==> config.mk <==
export PLATFORM = sky130hd
export DESIGN_NAME = emu_time_mgr
export DESIGN_NICKNAME = d
export VERILOG_FILES = /design/src/rtl/emu_time_pkg.sv /design/src/rtl/emu_dt_min.sv /design/src/rtl/emu_time_mgr.sv
export SDC_FILE = /design/constraint.sdc
export NUM_CORES = 1
export LEC_CHECK = 0
export ABC_AREA = 1
export CORE_MARGIN = 5
export CORE_UTILIZATION = 45
export CTS_CLUSTER_DIAMETER = 150
export DETAILED_ROUTE_END_ITERATION = 6
export PLACE_DENSITY = 0.71
export SLEW_MARGIN = 15
export SYNTH_ARGS = -nofsm -noshare
export SYNTH_HDL_FRONTEND = slang
export SYNTH_SLANG_ARGS = --single-unit
==> constraint.sdc <==
create_clock -name emu_clk -period 7.5 [get_ports emu_clk]
set_input_delay 2.25 -clock emu_clk [delete_from_list [all_inputs] [get_ports emu_clk]]
set_output_delay 2.25 -clock emu_clk [all_outputs]
set_load 0.01 [all_outputs]
==> src/rtl/emu_time_pkg.sv <==
// Shared types for the emulation-time manager: state encoding and time/timestep widths.
// Purely declarative; no logic lives here.
package emu_time_pkg;

  localparam int TIME_W_DEF = 40;
  localparam int DT_W_DEF   = 27;

  typedef enum logic [1:0] {
    IDLE = 2'd0,
    RUN  = 2'd1,
    DONE = 2'd2
  } emu_state_t;

  typedef logic [TIME_W_DEF-1:0] emu_time_t;
  typedef logic [DT_W_DEF-1:0]   emu_dt_t;

endpackage

==> src/rtl/emu_dt_min.sv <==
// Unsigned minimum over N_REQ packed timestep lanes, balanced reduction tree.
// Latency: combinational, log2(N_REQ) comparator levels.
// Backpressure: none.
module emu_dt_min #(
  parameter int N_REQ = 2,
  parameter int DT_W  = 27
) (
  input  logic [N_REQ*DT_W-1:0] dt_req,
  output logic [DT_W-1:0]       dt_min
);

  localparam int LVLS = (N_REQ > 1) ? $clog2(N_REQ) : 0;
  localparam int NP   = 1 << LVLS;

  for (genvar l = 0; l <= LVLS; l++) begin : g_lvl
    logic [DT_W-1:0] v [NP >> l];
    if (l == 0) begin : g_leaf
      for (genvar i = 0; i < NP; i++) begin : g_in
        // Pad lanes beyond N_REQ with all-ones so they never win.
        if (i < N_REQ) begin : g_real
          assign v[i] = dt_req[i*DT_W +: DT_W];
        end else begin : g_pad
          assign v[i] = '1;
        end
      end
    end else begin : g_node
      for (genvar i = 0; i < (NP >> l); i++) begin : g_cmp
        assign v[i] = (g_lvl[l-1].v[2*i] <= g_lvl[l-1].v[2*i+1]) ?
                      g_lvl[l-1].v[2*i] : g_lvl[l-1].v[2*i+1];
      end
    end
  end

  assign dt_min = g_lvl[LVLS].v[0];

endmodule

==> src/rtl/emu_time_mgr.sv <==
// Emulation-time manager: grants the smallest timestep request, accumulates time, clamps onto tstop.
// Latency: emu_dt combinational from dt_req; emu_time, running, done, dump_en one clock later.
// Backpressure: none; a zero-valued request stalls time for that cycle.
module emu_time_mgr
  import emu_time_pkg::*;
#(
  parameter int N_REQ  = 2,
  parameter int TIME_W = TIME_W_DEF,
  parameter int DT_W   = DT_W_DEF,
  parameter int DEC_W  = 16
) (
  input  logic                    emu_clk,
  input  logic                    emu_rst,
  input  logic                    start,
  input  logic [TIME_W-1:0]       tstop,
  input  logic [N_REQ*DT_W-1:0]   dt_req,
  input  logic [DEC_W-1:0]        dec_thr,
  output logic [DT_W-1:0]         emu_dt,
  output logic [TIME_W-1:0]       emu_time,
  output logic                    running,
  output logic                    done,
  output logic                    dump_en
);

  emu_state_t        state_q;
  emu_state_t        state_d;
  logic [TIME_W-1:0] tstop_q;
  logic [TIME_W-1:0] rem;
  logic [DT_W-1:0]   dt_min;
  logic [DEC_W-1:0]  dec_cnt;
  logic              accept;
  logic              advance;

  emu_dt_min #(
    .N_REQ (N_REQ),
    .DT_W  (DT_W)
  ) u_dt_min (
    .dt_req (dt_req),
    .dt_min (dt_min)
  );

  assign rem = tstop_q - emu_time;

  always_comb begin
    state_d = state_q;
    emu_dt  = '0;
    accept  = 1'b0;
    case (state_q)
      IDLE, DONE: begin
        if (start) begin
          state_d = RUN;
          accept  = 1'b1;
        end
      end
      RUN: begin
        // Clamp the last step so emu_time lands exactly on tstop_q.
        if (rem < TIME_W'(dt_min)) emu_dt = rem[DT_W-1:0];
        else                       emu_dt = dt_min;
        if (rem == '0) state_d = DONE;
      end
      default: state_d = IDLE;
    endcase
  end

  assign advance = (state_q == RUN) && (emu_dt != '0);

  always_ff @(posedge emu_clk or posedge emu_rst) begin
    if (emu_rst) begin
      state_q  <= IDLE;
      tstop_q  <= '0;
      emu_time <= '0;
      dec_cnt  <= '0;
      dump_en  <= 1'b0;
    end else begin
      state_q <= state_d;
      dump_en <= 1'b0;
      if (accept) begin
        tstop_q  <= tstop;
        emu_time <= '0;
        dec_cnt  <= '0;
      end else if (advance) begin
        emu_time <= emu_time + TIME_W'(emu_dt);
        // Stalled cycles never reach here, so they neither count nor strobe.
        if (dec_cnt == dec_thr) begin
          dec_cnt <= '0;
          dump_en <= 1'b1;
        end else begin
          dec_cnt <= dec_cnt + 1'b1;
        end
      end
    end
  end

  assign running = (state_q == RUN);
  assign done    = (state_q == DONE);

endmodule
==> flow_summary.toml, run 1 <==
[outcome]
status = "finished with violations"
violations = "negative setup slack"

[clocking]
cts_made_buffers = 9
cts_tree = "done"
clk_latency_ns = 0.37
cts_buffer_depth = 2
cts.sinks = 99
clkTransAtPathRegs_ns = 0.06
holdBufCountCts = 0
cts-root-buf = "clkbuf_16"
ctsHtreeMaxLevel = 3

[pwr]
p_per_area_nw_per_um2 = 398
ir_worst_vdd_uv = 232
power.leakage_nw = 9.81
power_mw = 7.28

[synthesis]
synth_area_um2 = 11800
ys_warn_count = 0
syn_nets = 2205
synth_top_area_share_pct = 22.8
yosysSeqAreaShare_pct = 21.0
synth_top_area_cell = "nand2_1"
synth.distinct_cells = 43
synth_area_leaders = "nand2_1 23%, dfrtp_1 21%, ha_1 13%"
netlist_instances = 1970
synth_seq_cells = 99
syn_avg_cell_area_um2 = 5.98

[grt]
overflow = 0
antenna_found_initial = 0
grt_max_degree = 100
grt_usage_pct = 32.5
grt_pass1_wl_mm = 76.0
first_global_vias = 14759

[critical_path]
critPathMaxFanout = 6
regToRegStartpoint = "emu_time[0]"
cp_slowest_cell = "ha_4"
reg2reg_slack_ns = 0.33
r2r-end = "emu_time[30]"
worstSetupEndpointType = "output port"
startpoint = "dt_req[29]"
path_class = "input port to output port"
cp_common_cell = "inv_2"
cp.arrival_ns = 6.03
reg2reg_depth = 48
cp_slowest_stage_delay_ns = 0.28
start_kind = "input port"
critPathRequiredTime_ns = 5.25

[worst_hold_path]
whs_path_depth = 2
hold_end = "tstop_q[23]"
hp-start = "tstop_q[23]"
hp-class = "flop to flop"

[detailed_routing]
ant_nets = 0
wirelength_mm = 51.9
via_count = 15270
route.detailed.drc = 0
dr.first_iter.drc_count = 1551
wire_per_inst_um = 18.6
viasPerCell = 5.46
dr.pass1.iters = 5

[cells_and_area]
final_common_cell = "nand2_1"
nets = 2691
area_growth_syn_to_layout_pct = 55.2
antenna-diode-count = 0
final_cell_mix = "660 x nand2_1, 314 x buf_4, 254 x inv_1"
fill_cells = 2097
drive_gt1_share_pct = 30.6

[sta]
rsz0062_at_grt = "yes"
setup_ws_ns = -0.785
maxSlewViolCount = 0
fin_skew_ns = 0.0160
finalHoldViolations = 0
min_period_ns = 8.28
fin_crit_sh_pct = 110
final-setup-viol-count = 47
fin_tns_setup_ns = -23.23
worst_slew_pin_slew_ns = 1.10
relSlewSlack_pct = 26.6
fmax_mhz = 121

[run]
cap_violations = 0

[floorplan]
dieArea_um2 = 29500
start_util_pct = 45.5
rows = 59
io-pin-count = 183
core_um2 = 25900
fp.dieW_um = 172
die_y_um = 172

[placed_design]
gp_routability_congestion = 1.03
hpwl_mm = 35.1
port_buffers = 182
[synthesized netlist by cell type (all sizes together)]
cell,n
a211oi,2
a21boi,2
a21o,4
a21oi,84
a31o,2
a31oi,3
and2,1
and3,1
buf,27
clkbuf,22
clkinv,3
dfrtp,99
fa,2
ha,120
inv,335
nand2,719
nand3,141
nand3b,9
nand4,72
nor2,155
nor3,14
nor3b,1
nor4,7
nor4b,1
o211ai,7
o21a,3
o21ai,48
o21bai,1
o221ai,1
o22ai,2
o31ai,2
or2,13
xnor2,24
xor2,43
[routing by layer]
| metal | up-vias | global-route usage, % | part of all wire [%] |
|---|---|---|---|
| li1 | 7209 | - | - |
| met1 | 7009 | 43.4 | 40 |
| met2 | 858 | 51.8 | 45 |
| met3 | 194 | 6.53 | 9.8 |
| met4 | 0 | 12.9 | 5.2 |
| met5 | - | 0 | 0 |
[flip-flops by register name (all words and copies together), names as in the netlist]
name	count
dump_en	1
emu_time	40
tstop_q	40
dec_cnt	16
state_q	2
[where the power goes]
part	switching, mW	internal [mW]	leakage (nW)
Sequential	0.228	0.723	1.23
Combinational	3.37	2.45	8.44
Clock	0.241	0.264	0.141
Total	3.84	3.44	9.81
[through the flow]
stage | hold WS, ns | std cells | area (µm²) | worst slack, ns | utilization (%)
after floorplan | 0.446 | 1970 | 11900 | 0.00999 | -
after global placement | 0.458 | 2640 | 15400 | -1.32 | 59.5
after detailed placement | 0.463 | 2640 | 15400 | -1.35 | 59.5
after CTS | 0.482 | 2768 | 17600 | -0.517 | 67.8
after global routing | 0.500 | 2796 | 18300 | -0.901 | 70.6
final | 0.480 | 2796 | 18300 | -0.785 | 70.6
[critical path: cells and delay by family]
kind	cells	cell delay, ns
adders and majority gates	2	0.56
AOI/OAI and AO/OA	3	0.47
buffers and inverters	13	1.40
and+or+nand+nor	14	1.33
[what timing repair did]
action	CTS	global route
gates resized for setup	543	147
pin swaps	64	68
gates cloned	7	4
endpoints found under the setup margin	55	56
setup buffers	105	28
[how the worst max path moves through the flow]
| stage | endpoint | slack [ns] | cells after the start |
|---|---|---|---|
| detailed placement | emu_dt[16] | -1.35 | 28 |
| finish | emu_dt[17] | -0.78 | 32 |
| global placement | emu_dt[16] | -1.32 | 29 |
| global route | emu_dt[17] | -0.90 | 30 |
| floorplan | emu_time[36] | 0.01 | 51 |
| CTS | emu_dt[26] | -0.52 | 31 |
[area by class of cell]
class	count	area [µm²]	area share, %
flip-flops and latches	99	2480	13.5
inverters	338	1280	7.01
clock inverters	7	81.3	0.445
multi-input cells	1484	9240	50.5
well taps	335	419	2.29
repair buffers	524	4560	25.0
clock buffers	9	225	1.23
[kinds of logic (layout without fill, tap and decap cells)]
kind of cell | Yosys count | in the layout | share of synthesized area, %
AND/OR/NAND/NOR | 1134 | 1134 | 40.4
adder cells (fa/ha/maj) | 122 | 122 | 13.1
buffers and inverters | 387 | 878 | 13.1
AO/OA/AOI/OAI | 161 | 161 | 7.46
XOR/XNOR | 67 | 67 | 4.98
flip-flops | 99 | 99 | 21.0
Power figures use the tool's default switching activity.
==> inputs of run 2 (changes only) <==
CORE_UTILIZATION = 30   (was 45)
PLACE_DENSITY = default   (was 0.71)
==> run 2 against run 1 <==
The run still ends with negative setup slack left. Cell count up 7.3%. Wire length shrank 3.1%. Critical path depth decreased by 6. Cell area rose by 3.6%. Core utilization decreased by 22 points. Combinational power is 2% higher. Total power grew 1.5%. Clock-buffer cell count unchanged. Maximum frequency rose by 3.4%. Non-clock buffer count increased by 20. Critical path type unchanged.
==> flow_summary.toml, run 2 (synthesized netlist as in run 1, its figures left out) <==
[outcome]
status = "finished with violations"
violations = "negative setup slack"

[sta]
fin_skew_ns = 0.00995
maxSlewViolCount = 0
min_period_ns = 8.01
setup_ws_ns = -0.511
finalHoldViolations = 0
fmax_mhz = 125
relSlewSlack_pct = 21.0
worst_slew_pin_slew_ns = 1.18
rsz0062_at_grt = "yes"
final-setup-viol-count = 41
fin_crit_sh_pct = 107

[floorplan]
rows = 72
die_y_um = 208
start_util_pct = 30.4
fp.dieW_um = 208
dieArea_um2 = 43300
io-pin-count = 183
core_um2 = 38700

[detailed_routing]
viasPerCell = 4.83
ant_nets = 0
dr.pass1.iters = 6
via_count = 14473
wirelength_mm = 50.3
route.detailed.drc = 0
wire_per_inst_um = 16.8
dr.first_iter.drc_count = 926

[placed_design]
gp_routability_congestion = 0.956
port_buffers = 182
dp_cells = 2838
hpwl_mm = 36.9

[cells_and_area]
final_common_cell = "nand2_1"
antenna-diode-count = 0
nets = 2711
reg_top3 = "emu_time (40), tstop_q (40), dec_cnt (16)"
final_cell_mix = "653 x nand2_1, 306 x buf_4, 255 x inv_1"
fill_cells = 3882
final-instance-count-excl-fill = 2999
drive_gt1_share_pct = 31.9
area_growth_syn_to_layout_pct = 60.7

[critical_path]
cp_slowest_cell = "ha_1"
start_kind = "input port"
critical_path_buf_inv_count = 10
cp.arrival_ns = 5.76
cp_slowest_stage_delay_ns = 0.29
critPathRequiredTime_ns = 5.25
path_class = "input port to output port"
critPathMaxFanout = 8
worstSetupEndpointType = "output port"
crit_family = "simple AND/OR/NAND/NOR gates"

[clocking]
holdBufCountCts = 0
cts_tree = "done"
cts.sinks = 99
clkTransAtPathRegs_ns = 0.08
ctsHtreeMaxLevel = 3
clk_latency_ns = 0.37
cts_buffer_depth = 2
cts_made_buffers = 9
cts-root-buf = "clkbuf_16"

[pwr]
p_per_area_nw_per_um2 = 390
power.leakage_nw = 9.93
power_mw = 7.39
ir_worst_vdd_uv = 172

[grt]
overflow = 0
grt_pass1_wl_mm = 77.5
grt_usage_pct = 22.0
grt_max_degree = 105
first_global_vias = 14634
antenna_found_initial = 1

[run]
cap_violations = 0

[worst_hold_path]
hp-class = "flop to flop"
[run 2: cell count changes in the layout (fill, tap and decap cells not counted), moves of 7 or more]
cell / previous run / this run
buf_6: 32 / 67
ha_4: 45 / 53
nand3_2: 42 / 31
o21ai_0: 23 / 16
nand2_1: 660 / 653
buf_4: 314 / 306
o21ai_1: 8 / 17
a21oi_1: 66 / 57
nand2_4: 19 / 30
ha_1: 73 / 65
[run 2: power by group]
| group | switching [mW] | leakage (nW) | total, mW | internal (mW) |
|---|---|---|---|---|
| Combinational | 3.33 | 8.55 | 5.94 | 2.61 |
| Sequential | 0.241 | 1.23 | 0.964 | 0.723 |
| Clock | 0.249 | 0.141 | 0.484 | 0.235 |
| Total | 3.82 | 9.93 | 7.39 | 3.57 |
[run 2: metrics by stage]
| step | setup TNS [ns] | hold WS (ns) | util, % | cell area (µm²) | setup slack, ns |
|---|---|---|---|---|---|
| final | -15.31 | 0.478 | 48.9 | 18900 | -0.511 |
| after global routing | -26.25 | 0.496 | 48.9 | 18900 | -0.711 |
| after detailed placement | -65.82 | 0.463 | 40.7 | 15800 | -1.53 |
| after floorplan | 0 | 0.446 | - | 11900 | 0.00999 |
| after global placement | -58.82 | 0.459 | 40.7 | 15800 | -1.45 |
| after CTS | -15.46 | 0.483 | 46.9 | 18200 | -0.531 |
[run 2: cell type report]
cell class	count	area [µm²]	share of cell area, %
clock buffers	9	225	1.19
clock inverters	7	70.1	0.370
inverters	338	1290	6.81
multi-input cells	1484	9440	49.9
flip-flops and latches	99	2480	13.1
well taps	518	648	3.42
repair buffers	544	4790	25.3
[run 2: path summary, 6_finish.rpt]
| check | slack [ns] | from | to | cells past startpoint |
|---|---|---|---|---|
| setup / recovery | -0.51 | dt_req[0] | emu_dt[22] | 26 |
| hold / removal | 0.48 | tstop_q[23] | tstop_q[23] | 2 |
| setup reg to reg | 0.63 | tstop_q[0] | emu_time[34] | 49 |
| hold reg to reg | 0.48 | tstop_q[23] | tstop_q[23] | 2 |
| max in group asynchronous | 4.05 | emu_rst | emu_time[6] | 3 |
| min in group asynchronous | 2.39 | emu_rst | emu_time[16] | 2 |
[run 2: worst reg2reg max path, delay by kind of cell (launching register included)]
family | cells | cell delay (ns)
xor gates and xnor gates | 2 | 0.48
and+or+nand+nor | 27 | 2.47
AOI/OAI and AO/OA | 7 | 1.01
buffers and inverters | 8 | 1.03
DFF | 1 | 0.36
adders and majority gates | 5 | 1.38
[run 2: repair_timing]
| action | CTS | global route |
|---|---|---|
| setup buffers | 123 | 39 |
| gates resized for setup | 604 | 191 |
| pin swaps | 86 | 88 |
| endpoints found under the setup margin | 58 | 61 |
| gates cloned | 5 | 1 |
[run 2: routing by layer]
layer  vias to the layer above  global-route usage, %  part of all wire (%)
met1                      6769                   29.7                    45
met4                         2                   6.50                   2.3
met3                        64                   3.86                   5.4
met5                         -                      0                 0.026
met2                       414                   36.2                    47
li1                       7224                      -                     -
